===== src/rtl/wb_port_arbiter_pkg.sv =====
// Shared definitions for the write-back / register-file write-port slice:
// arbiter state encoding, write-source tags and default widths.
package wb_port_arbiter_pkg;

    localparam int WB_DATA_W = 8;
    localparam int WB_ADDR_W = 3;

    localparam logic RF_SRC_PIPE = 1'b0;
    localparam logic RF_SRC_HOST = 1'b1;

    typedef enum logic [1:0] {
        ARB_IDLE = 2'd0,
        ARB_PIPE = 2'd1,
        ARB_HOST = 2'd2
    } arb_state_t;

endpackage


===== src/rtl/wb_pend_fifo.sv =====
// Small synchronous FIFO holding pipeline writes that are waiting for the
// register-file port. Head entry is visible combinationally for same-edge pop.
module wb_pend_fifo #(
    parameter int WIDTH = 11,
    parameter int DEPTH = 2
) (
    input  logic                     clk,
    input  logic                     reset,
    input  logic                     push,
    input  logic [WIDTH-1:0]         push_data,
    input  logic                     pop,
    output logic [WIDTH-1:0]         head_data,
    output logic                     full,
    output logic                     empty,
    output logic [$clog2(DEPTH):0]   count
);

    localparam int PTR_W = $clog2(DEPTH);
    localparam int CNT_W = PTR_W + 1;

    logic [WIDTH-1:0] mem [DEPTH];
    logic [PTR_W-1:0] wr_ptr_reg;
    logic [PTR_W-1:0] rd_ptr_reg;
    logic [CNT_W-1:0] count_reg;

    // Storage needs no reset: only entries covered by count are ever read.
    always_ff @(posedge clk) begin
        if (push) begin
            mem[wr_ptr_reg] <= push_data;
        end
    end

    // Pointers wrap naturally because DEPTH is a power of two.
    always_ff @(posedge clk or posedge reset) begin
        if (reset) begin
            wr_ptr_reg <= '0;
            rd_ptr_reg <= '0;
            count_reg  <= '0;
        end else begin
            if (push) begin
                wr_ptr_reg <= wr_ptr_reg + 1'b1;
            end
            if (pop) begin
                rd_ptr_reg <= rd_ptr_reg + 1'b1;
            end
            case ({push, pop})
                2'b10:   count_reg <= count_reg + 1'b1;
                2'b01:   count_reg <= count_reg - 1'b1;
                default: count_reg <= count_reg;
            endcase
        end
    end

    assign head_data = mem[rd_ptr_reg];
    assign full      = (count_reg == CNT_W'(DEPTH));
    assign empty     = (count_reg == '0);
    assign count     = count_reg;

endmodule


===== src/rtl/wb_port_arbiter.sv =====
// Shares the single register-file write port between the pipeline write-back
// stream (queued) and a host loader, with a starvation bound for the host.
module wb_port_arbiter
    import wb_port_arbiter_pkg::*;
#(
    parameter int DATA_W     = WB_DATA_W,
    parameter int ADDR_W     = WB_ADDR_W,
    parameter int DEPTH      = 2,
    parameter int STARVE_MAX = 4
) (
    input  logic              clk,
    input  logic              reset,
    input  logic              pipe_we,
    input  logic [ADDR_W-1:0] pipe_addr,
    input  logic [DATA_W-1:0] pipe_data,
    output logic              pipe_stall,
    input  logic              host_req,
    input  logic [ADDR_W-1:0] host_addr,
    input  logic [DATA_W-1:0] host_data,
    output logic              host_ack,
    output logic              rf_we,
    output logic [ADDR_W-1:0] rf_waddr,
    output logic [DATA_W-1:0] rf_wdata,
    output logic              rf_src,
    output logic              ovf
);

    localparam int CNT_W    = $clog2(DEPTH) + 1;
    localparam int STARVE_W = $clog2(STARVE_MAX + 1);
    localparam int ENT_W    = ADDR_W + DATA_W;

    logic              fifo_push;
    logic              fifo_pop;
    logic [ENT_W-1:0]  fifo_head;
    logic              fifo_full;
    logic              fifo_empty;
    logic [CNT_W-1:0]  fifo_count;
    logic [ADDR_W-1:0] head_addr;
    logic [DATA_W-1:0] head_data;

    arb_state_t        state_reg, state_next;
    logic [STARVE_W-1:0] starve_reg, starve_next;
    logic              host_wait;
    logic [ADDR_W-1:0] rf_waddr_reg, rf_waddr_next;
    logic [DATA_W-1:0] rf_wdata_reg, rf_wdata_next;
    logic              rf_we_reg;
    logic              rf_src_reg;
    logic              host_ack_reg;
    logic              ovf_reg;

    wb_pend_fifo #(
        .WIDTH (ENT_W),
        .DEPTH (DEPTH)
    ) u_pend_fifo (
        .clk       (clk),
        .reset     (reset),
        .push      (fifo_push),
        .push_data ({pipe_addr, pipe_data}),
        .pop       (fifo_pop),
        .head_data (fifo_head),
        .full      (fifo_full),
        .empty     (fifo_empty),
        .count     (fifo_count)
    );

    assign fifo_push              = pipe_we && !fifo_full;
    assign pipe_stall             = (fifo_count == CNT_W'(DEPTH));
    assign {head_addr, head_data} = fifo_head;

    // A request already acknowledged this cycle must not win again.
    always_comb begin
        state_next    = ARB_IDLE;
        starve_next   = starve_reg;
        fifo_pop      = 1'b0;
        rf_waddr_next = rf_waddr_reg;
        rf_wdata_next = rf_wdata_reg;
        host_wait     = host_req && (state_reg != ARB_HOST);

        if (host_wait && (fifo_empty || starve_reg == STARVE_W'(STARVE_MAX))) begin
            state_next    = ARB_HOST;
            starve_next   = '0;
            rf_waddr_next = host_addr;
            rf_wdata_next = host_data;
        end else if (!fifo_empty) begin
            state_next    = ARB_PIPE;
            fifo_pop      = 1'b1;
            rf_waddr_next = head_addr;
            rf_wdata_next = head_data;
            if (!host_wait) begin
                starve_next = '0;
            end else if (starve_reg != STARVE_W'(STARVE_MAX)) begin
                starve_next = starve_reg + 1'b1;
            end
        end
    end

    always_ff @(posedge clk or posedge reset) begin
        if (reset) begin
            state_reg    <= ARB_IDLE;
            starve_reg   <= '0;
            rf_we_reg    <= 1'b0;
            rf_src_reg   <= RF_SRC_PIPE;
            host_ack_reg <= 1'b0;
            rf_waddr_reg <= '0;
            rf_wdata_reg <= '0;
            ovf_reg      <= 1'b0;
        end else begin
            state_reg    <= state_next;
            starve_reg   <= starve_next;
            rf_we_reg    <= (state_next != ARB_IDLE);
            rf_src_reg   <= (state_next == ARB_HOST) ? RF_SRC_HOST : RF_SRC_PIPE;
            host_ack_reg <= (state_next == ARB_HOST);
            rf_waddr_reg <= rf_waddr_next;
            rf_wdata_reg <= rf_wdata_next;
            ovf_reg      <= ovf_reg | (pipe_we & pipe_stall);
        end
    end

    assign rf_we    = rf_we_reg;
    assign rf_src   = rf_src_reg;
    assign host_ack = host_ack_reg;
    assign rf_waddr = rf_waddr_reg;
    assign rf_wdata = rf_wdata_reg;
    assign ovf      = ovf_reg;

endmodule

===== config.mk =====
export PLATFORM = sky130hd
export DESIGN_NAME = wb_port_arbiter
export DESIGN_NICKNAME = d
export VERILOG_FILES = /design/src/rtl/wb_port_arbiter_pkg.sv /design/src/rtl/wb_pend_fifo.sv /design/src/rtl/wb_port_arbiter.sv
export SDC_FILE = /design/constraint.sdc
export NUM_CORES = 1
export LEC_CHECK = 0
export ABC_CLOCK_PERIOD_IN_PS = 2700
export BUFFER_PORTS_ARGS = -buffer_cell sky130_fd_sc_hd__buf_2
export CAP_MARGIN = 15
export CORE_ASPECT_RATIO = 1.1
export CORE_MARGIN = 1
export CORE_UTILIZATION = 53
export CTS_CLUSTER_DIAMETER = 60
export DETAILED_ROUTE_END_ITERATION = 16
export HOLD_SLACK_MARGIN = 0.05
export PLACE_DENSITY = 0.78
export SETUP_SLACK_MARGIN = 0.15
export SYNTH_ARGS = -nofsm -noshare
export SYNTH_HDL_FRONTEND = slang
export SYNTH_SLANG_ARGS = --single-unit

===== constraint.sdc =====
create_clock -name clk -period 2.7 [get_ports clk]
set_clock_uncertainty 0.1 [all_clocks]
set_input_delay 0.27 -clock clk [delete_from_list [all_inputs] [get_ports clk]]
set_output_delay 0.27 -clock clk [all_outputs]
set_load 0.005 [all_outputs]

* After elaboration in Yosys (flattened, before gate mapping) *
Memories as Yosys holds them, arrays and structs flattened.
Index checks and enable logic that the tools add are counted.

operators by class
  bitwise operators = 2
  reduce and logical (&&, ||, !) cells = 9
  equality and inequality tests = 9
  add/subtract/negate cells = 5
  mux-type cells = 16

operators with widths
  cell                                                    count
  2-to-1 mux 3 bit                                        6
  2-to-1 mux 8 bit                                        2
  equality test 2 bit (second input constant)             3
  2-to-1 mux 1 bit                                        6
  one-hot mux 2 bit (2 select lines)                      1
  nonzero test 2 bit                                      2
  adder 3 x 1 -> 3 bit (second input constant)            1
  equality test 3 bit (second input constant)             1
  logical AND 1 bit                                       3
  inequality test 3 x 1 -> 1 bit (second input constant)  1
  inequality test 3 bit (second input constant)           1
  adder 1 bit (second input constant)                     2
  adder 2 x 1 -> 2 bit (second input constant)            1
  equality test 2 x 1 -> 1 bit (second input constant)    1
  zero test 2 bit                                         1
  2-to-1 mux 2 bit                                        1
  inequality test 2 x 1 -> 1 bit (second input constant)  1
  inequality test 2 bit (second input constant)           1
  AND reduction 2 bit                                     1
  subtractor 2 x 1 -> 2 bit (second input constant)       1
  AND 1 bit                                               1
  zero test 1 bit                                         1
  logical OR 1 bit                                        1
  bitwise OR 1 bit                                        1

storage, ports and cells
  memories = 1
  flip-flop bits (word level) = 24
  input bits = 26
  memory bits (writable) = 22

memories
  name             depth  width  read ports  clocked after memory_dff  wr ports  line                RTL
  u_pend_fifo.mem  2      11     1           0                         1         wb_pend_fifo.sv:21  logic [WIDTH-1:0] mem [DEPTH];

* Depth between registers and ports, before layout *
  depth in word-level cells = 6
  gate-level depth with buffers = 9
  mapped depth without buffers = 8

* Cells and area by module *
A second synthesis with hierarchy kept.

unflattened totals
  cells, all modules = 138
  area, all modules = 1941.9 µm²

by module, submodules not included
  module           cells an instance  times used  area an instance (µm²)
  wb_pend_fifo     51                 1           982.2
  wb_port_arbiter  87                 1           959.7

* Least setup slack after synthesis *
No wires, ideal clock.

  path type = reg-to-reg
  from = register starve_reg[0]
  to = register u_pend_fifo.count_reg[1], in the netlist u_pend_fifo.count[1]
  clock period less this slack = 1.870 ns
  path slack = 0.830 ns
  data arrival time = 1.690 ns
  stages on the path, launching flop included = 9
  path through = dfrtp_1 inv_1 ha_1 o2bb2ai_2 buf_2 a31oi_2 ha_1 nor2_1 xor2_1

between the ends
  word-level cells in the longest chain between the ends = 6

RTL lines
  what                                                                      line                    RTL
  from (decl)                                                               wb_port_arbiter.sv:42   logic [STARVE_W-1:0] starve_reg, starve_next;
  from (signal assigned)                                                    wb_port_arbiter.sv:109  starve_reg <= starve_next;
  equality test 3 bit *                                                     wb_port_arbiter.sv:79   if (host_wait && (fifo_empty || starve_reg == STARVE_W'(STARVE_MAX))) begin
  logical OR 1 bit *                                                        wb_port_arbiter.sv:79
  logical AND 1 bit *                                                       wb_port_arbiter.sv:79
  2-to-1 mux 1 bit *                                                        wb_port_arbiter.sv:79
  net fifo_pop                                                              wb_port_arbiter.sv:33   logic fifo_pop;
  equality test 2 x 1 -> 1 bit or equality test 2 bit (tied branches)       wb_pend_fifo.sv:46      case ({push, pop})
  one-hot mux 2 bit (2 select lines) or nonzero test 2 bit (tied branches)  --
  to (signal assigned)                                                      wb_pend_fifo.sv:47      2'b10: count_reg <= count_reg + 1'b1;
  to (signal assigned)                                                      wb_pend_fifo.sv:48      2'b01: count_reg <= count_reg - 1'b1;
  to (signal assigned)                                                      wb_pend_fifo.sv:49      default: count_reg <= count_reg;
  to (decl)                                                                 wb_pend_fifo.sv:24      logic [CNT_W-1:0] count_reg;

Mark *: on every way through the listed nets, which the timed path passes. The rest lies on a longest branch.
A chain may end at the register's enable or synchronous reset.

* Worst setup path after layout *
  from = register u_pend_fifo.count_reg[1], in the netlist u_pend_fifo.count[1]
  to = register u_pend_fifo.count_reg[1], in the netlist u_pend_fifo.count[1]

between the ends
  word-level cells in the longest chain between the ends = 6

RTL lines
  what                                                                      line                   RTL
  zero test 2 bit *                                                         wb_pend_fifo.sv:56     assign empty = (count_reg == '0);
  logical OR 1 bit                                                          wb_port_arbiter.sv:79
  logical AND 1 bit                                                         wb_port_arbiter.sv:79
  2-to-1 mux 1 bit *                                                        wb_port_arbiter.sv:79
  net fifo_pop                                                              wb_port_arbiter.sv:33
  equality test 2 x 1 -> 1 bit or equality test 2 bit (tied branches)       wb_pend_fifo.sv:46
  one-hot mux 2 bit (2 select lines) or nonzero test 2 bit (tied branches)  --

Marks and branches as above.

==> results.json <==
{
  "syn_nets": 159,
  "p_leak_nw": 1.059,
  "cts_root_buf": "clkbuf_4",
  "nFillCells": 245,
  "min_period_over_period_pct": 78.64,
  "gp_congestion": 0.7921,
  "coreArea_um2": 3413,
  "rows": 22,
  "netlist_instances": 130,
  "rsz0062_at_grt": "false",
  "placed_cell_area_um2": 2145,
  "clock_latency_ns": 0.34,
  "cts.clk_slew.worst_paths_ns": 0.12,
  "worstMarginPinSlew_ns": 0.8430,
  "cts_setup_buffers": 0,
  "ys.flop_type": "dfrtp_1",
  "cap_violations": 0,
  "antenna_left": 0,
  "outcome": "complete, no violations",
  "design_area_um2": 2450,
  "area_delta_synth_final_pct": 26.49,
  "io_buffers": 41,
  "htreeDepth": 2,
  "initial_core_util_pct": 56.74,
  "cts_buffers": 5,
  "drive_above_1_share_pct": 29.69,
  "totalWireLength_um": 3873,
  "track_usage_pct": 21.95,
  "dp_hpwl_um": 2522,
  "worstPathMaxFanout": 15,
  "synth_area_um2": 1937,
  "path_class": "flop to flop",
  "synth_edf_count": 22,
  "clock_path_buffers": 2,
  "die_y_um": 65.40,
  "yosysTopAreaCell": "edfxtp_1",
  "hp-start": "host_data[4]",
  "crit_start": "u_pend_fifo.count[1]$_DFFE_PP0P_",
  "synth.distinct_cells": 29,
  "vias": 1288,
  "end_kind": "flop",
  "ir_drop_mv": 0.5112,
  "diodes": 0,
  "grt_pass1_wl_um": 5968,
  "grt_max_degree": 24,
  "required_ns": 2.87,
  "syn_area_per_cell_um2": 14.90,
  "grt-ovfl-total": 0,
  "min_path_type": "primary input to flop",
  "cts_tree": "built",
  "first_global_vias": 1329,
  "seq_area_frac_synth_pct": 63.82,
  "finalHoldViolCount": 0,
  "rr_startpoint": "u_pend_fifo.count[1]$_DFFE_PP0P_",
  "final_nets": 220,
  "yosys_warnings": 0,
  "holdWs_ns": 0.1241,
  "timing.fmax_ghz": 0.4710,
  "ys_top_cells_by_count": "dfrtp_1 (23), edfxtp_1 (22), mux2i_1 (15), a221o_1 (9), a311oi_1 (9)",
  "slew_headroom_pct": 43.74,
  "yosysMostFrequentCell": "dfrtp_1",
  "dr.pass1.iters": 4,
  "finalCriticalPeriod_ns": 2.123,
  "finalPower_mw": 2.459,
  "yosys-top-cells-area": "edfxtp_1 (34%), dfrtp_1 (30%), mux2i_1 (7.8%), a221o_1 (4.7%), a311oi_1 (4.1%)",
  "wire_per_inst_um": 16.14,
  "antenna_found_initial": 0,
  "initialDrtViolationCount": 58,
  "cts_sinks": 45,
  "post_drt_via_cell_ratio": 5.367,
  "setup_viol": 0,
  "finalSetupTns_ns": 0,
  "slew_viol_final": 0,
  "arrival_ns": 2.29,
  "num_io_pins": 42,
  "p_per_area_nw_per_um2": 1004,
  "yosys_register_bits": 45,
  "cts_resized": 0,
  "route.detailed.drc": 0,
  "die-area_um2": 3900,
  "async_flop_share_pct": 51.11,
  "die_x_um": 59.64,
  "synth_top_cell_area_share_pct": 34.11,
  "crit_path_start_kind": "flop",
  "largest_reg_flops": 22
}
[cells by family after synthesis]
kind of cell,synth area share (%)
and+or+nand+nor,4.845
muxes,9.496
buffers and inverters,5.104
adders and majority gates,1.938
DFF,63.82
AOI/OAI and AO/OA,12.53
xor gates and xnor gates,2.261
[worst paths after layout]
path	to	cells after the start	slack (ns)
max in group asynchronous	rf_wdata[1]$_DFFE_PP0P_	3	1.45
min in group asynchronous	rf_we$_DFF_PP0_	3	0.53
worst max register to register	u_pend_fifo.count[1]$_DFFE_PP0P_	5	0.58
worst max-delay path	u_pend_fifo.count[1]$_DFFE_PP0P_	5	0.58
worst min-delay path	rf_wdata[4]$_DFFE_PP0P_	3	0.12
worst min register to register	ovf$_DFF_PP0_	1	0.38
[per-layer routing]
| metal | part of all wire, % | track usage, % |
|---|---|---|
| met5 | 0 | 0 |
| met2 | 54 | 37.36 |
| met3 | 3.5 | 7.087 |
| met4 | 1.9 | 9.012 |
| met1 | 41 | 25.00 |
[cell usage in the layout, fill, tap and decap left out, types with 2 or more instances in the layout]
master,instances
nand4_1,2
buf_2,41
nand2_1,2
and3_1,3
ha_1,3
a311oi_1,9
clkbuf_4,5
xor2_1,2
inv_1,7
dfrtp_1,23
a221o_1,9
nor2b_1,2
dlygate4sd3_1,22
nand2b_1,2
mux2i_1,15
xnor2_1,3
nor2_1,3
edfxtp_1,22
buf_4,2
mux2_2,3
[final cells by class]
class | instances | area [µm²] | area share, %
flip-flops and latches | 45 | 1236 | 50.46
clock buffers | 7 | 55.05 | 2.247
well taps | 48 | 60.06 | 2.451
repair buffers | 65 | 440.4 | 17.98
inverters | 7 | 26.28 | 1.073
multi-input cells | 67 | 601.8 | 24.57
clock inverters | 1 | 30.03 | 1.226
[power breakdown]
group / switching (mW) / internal (mW)
Combinational: 0.462 / 0.453
Sequential: 0.164 / 0.964
Clock: 0.195 / 0.221
Total: 0.821 / 1.64
[per-stage QoR]
stage | utilization, % | std cells | setup WS (ns)
final | 71.77 | 240 | 0.5768
after global routing | 71.77 | 240 | 0.4119
after global placement | 62.83 | 210 | 0.7492
after floorplan | - | 130 | 0.8303
after CTS | 70.01 | 234 | 0.5633
after detailed placement | 62.83 | 210 | 0.6445
[what timing repair did]
action	4_1_cts	5_1_grt
hold buffers	16	6
setup endpoints to repair	0	0
hold endpoints to repair	49	6
[worst max-delay path, cell delays in order (launching register included)]
cell	delay, ns
dfrtp_1	0.46
o2bb2ai_2	0.59
a31oi_2	0.23
ha_1	0.36
nor2_1	0.13
xor2_1	0.17
Power figures use the tool's default switching activity.
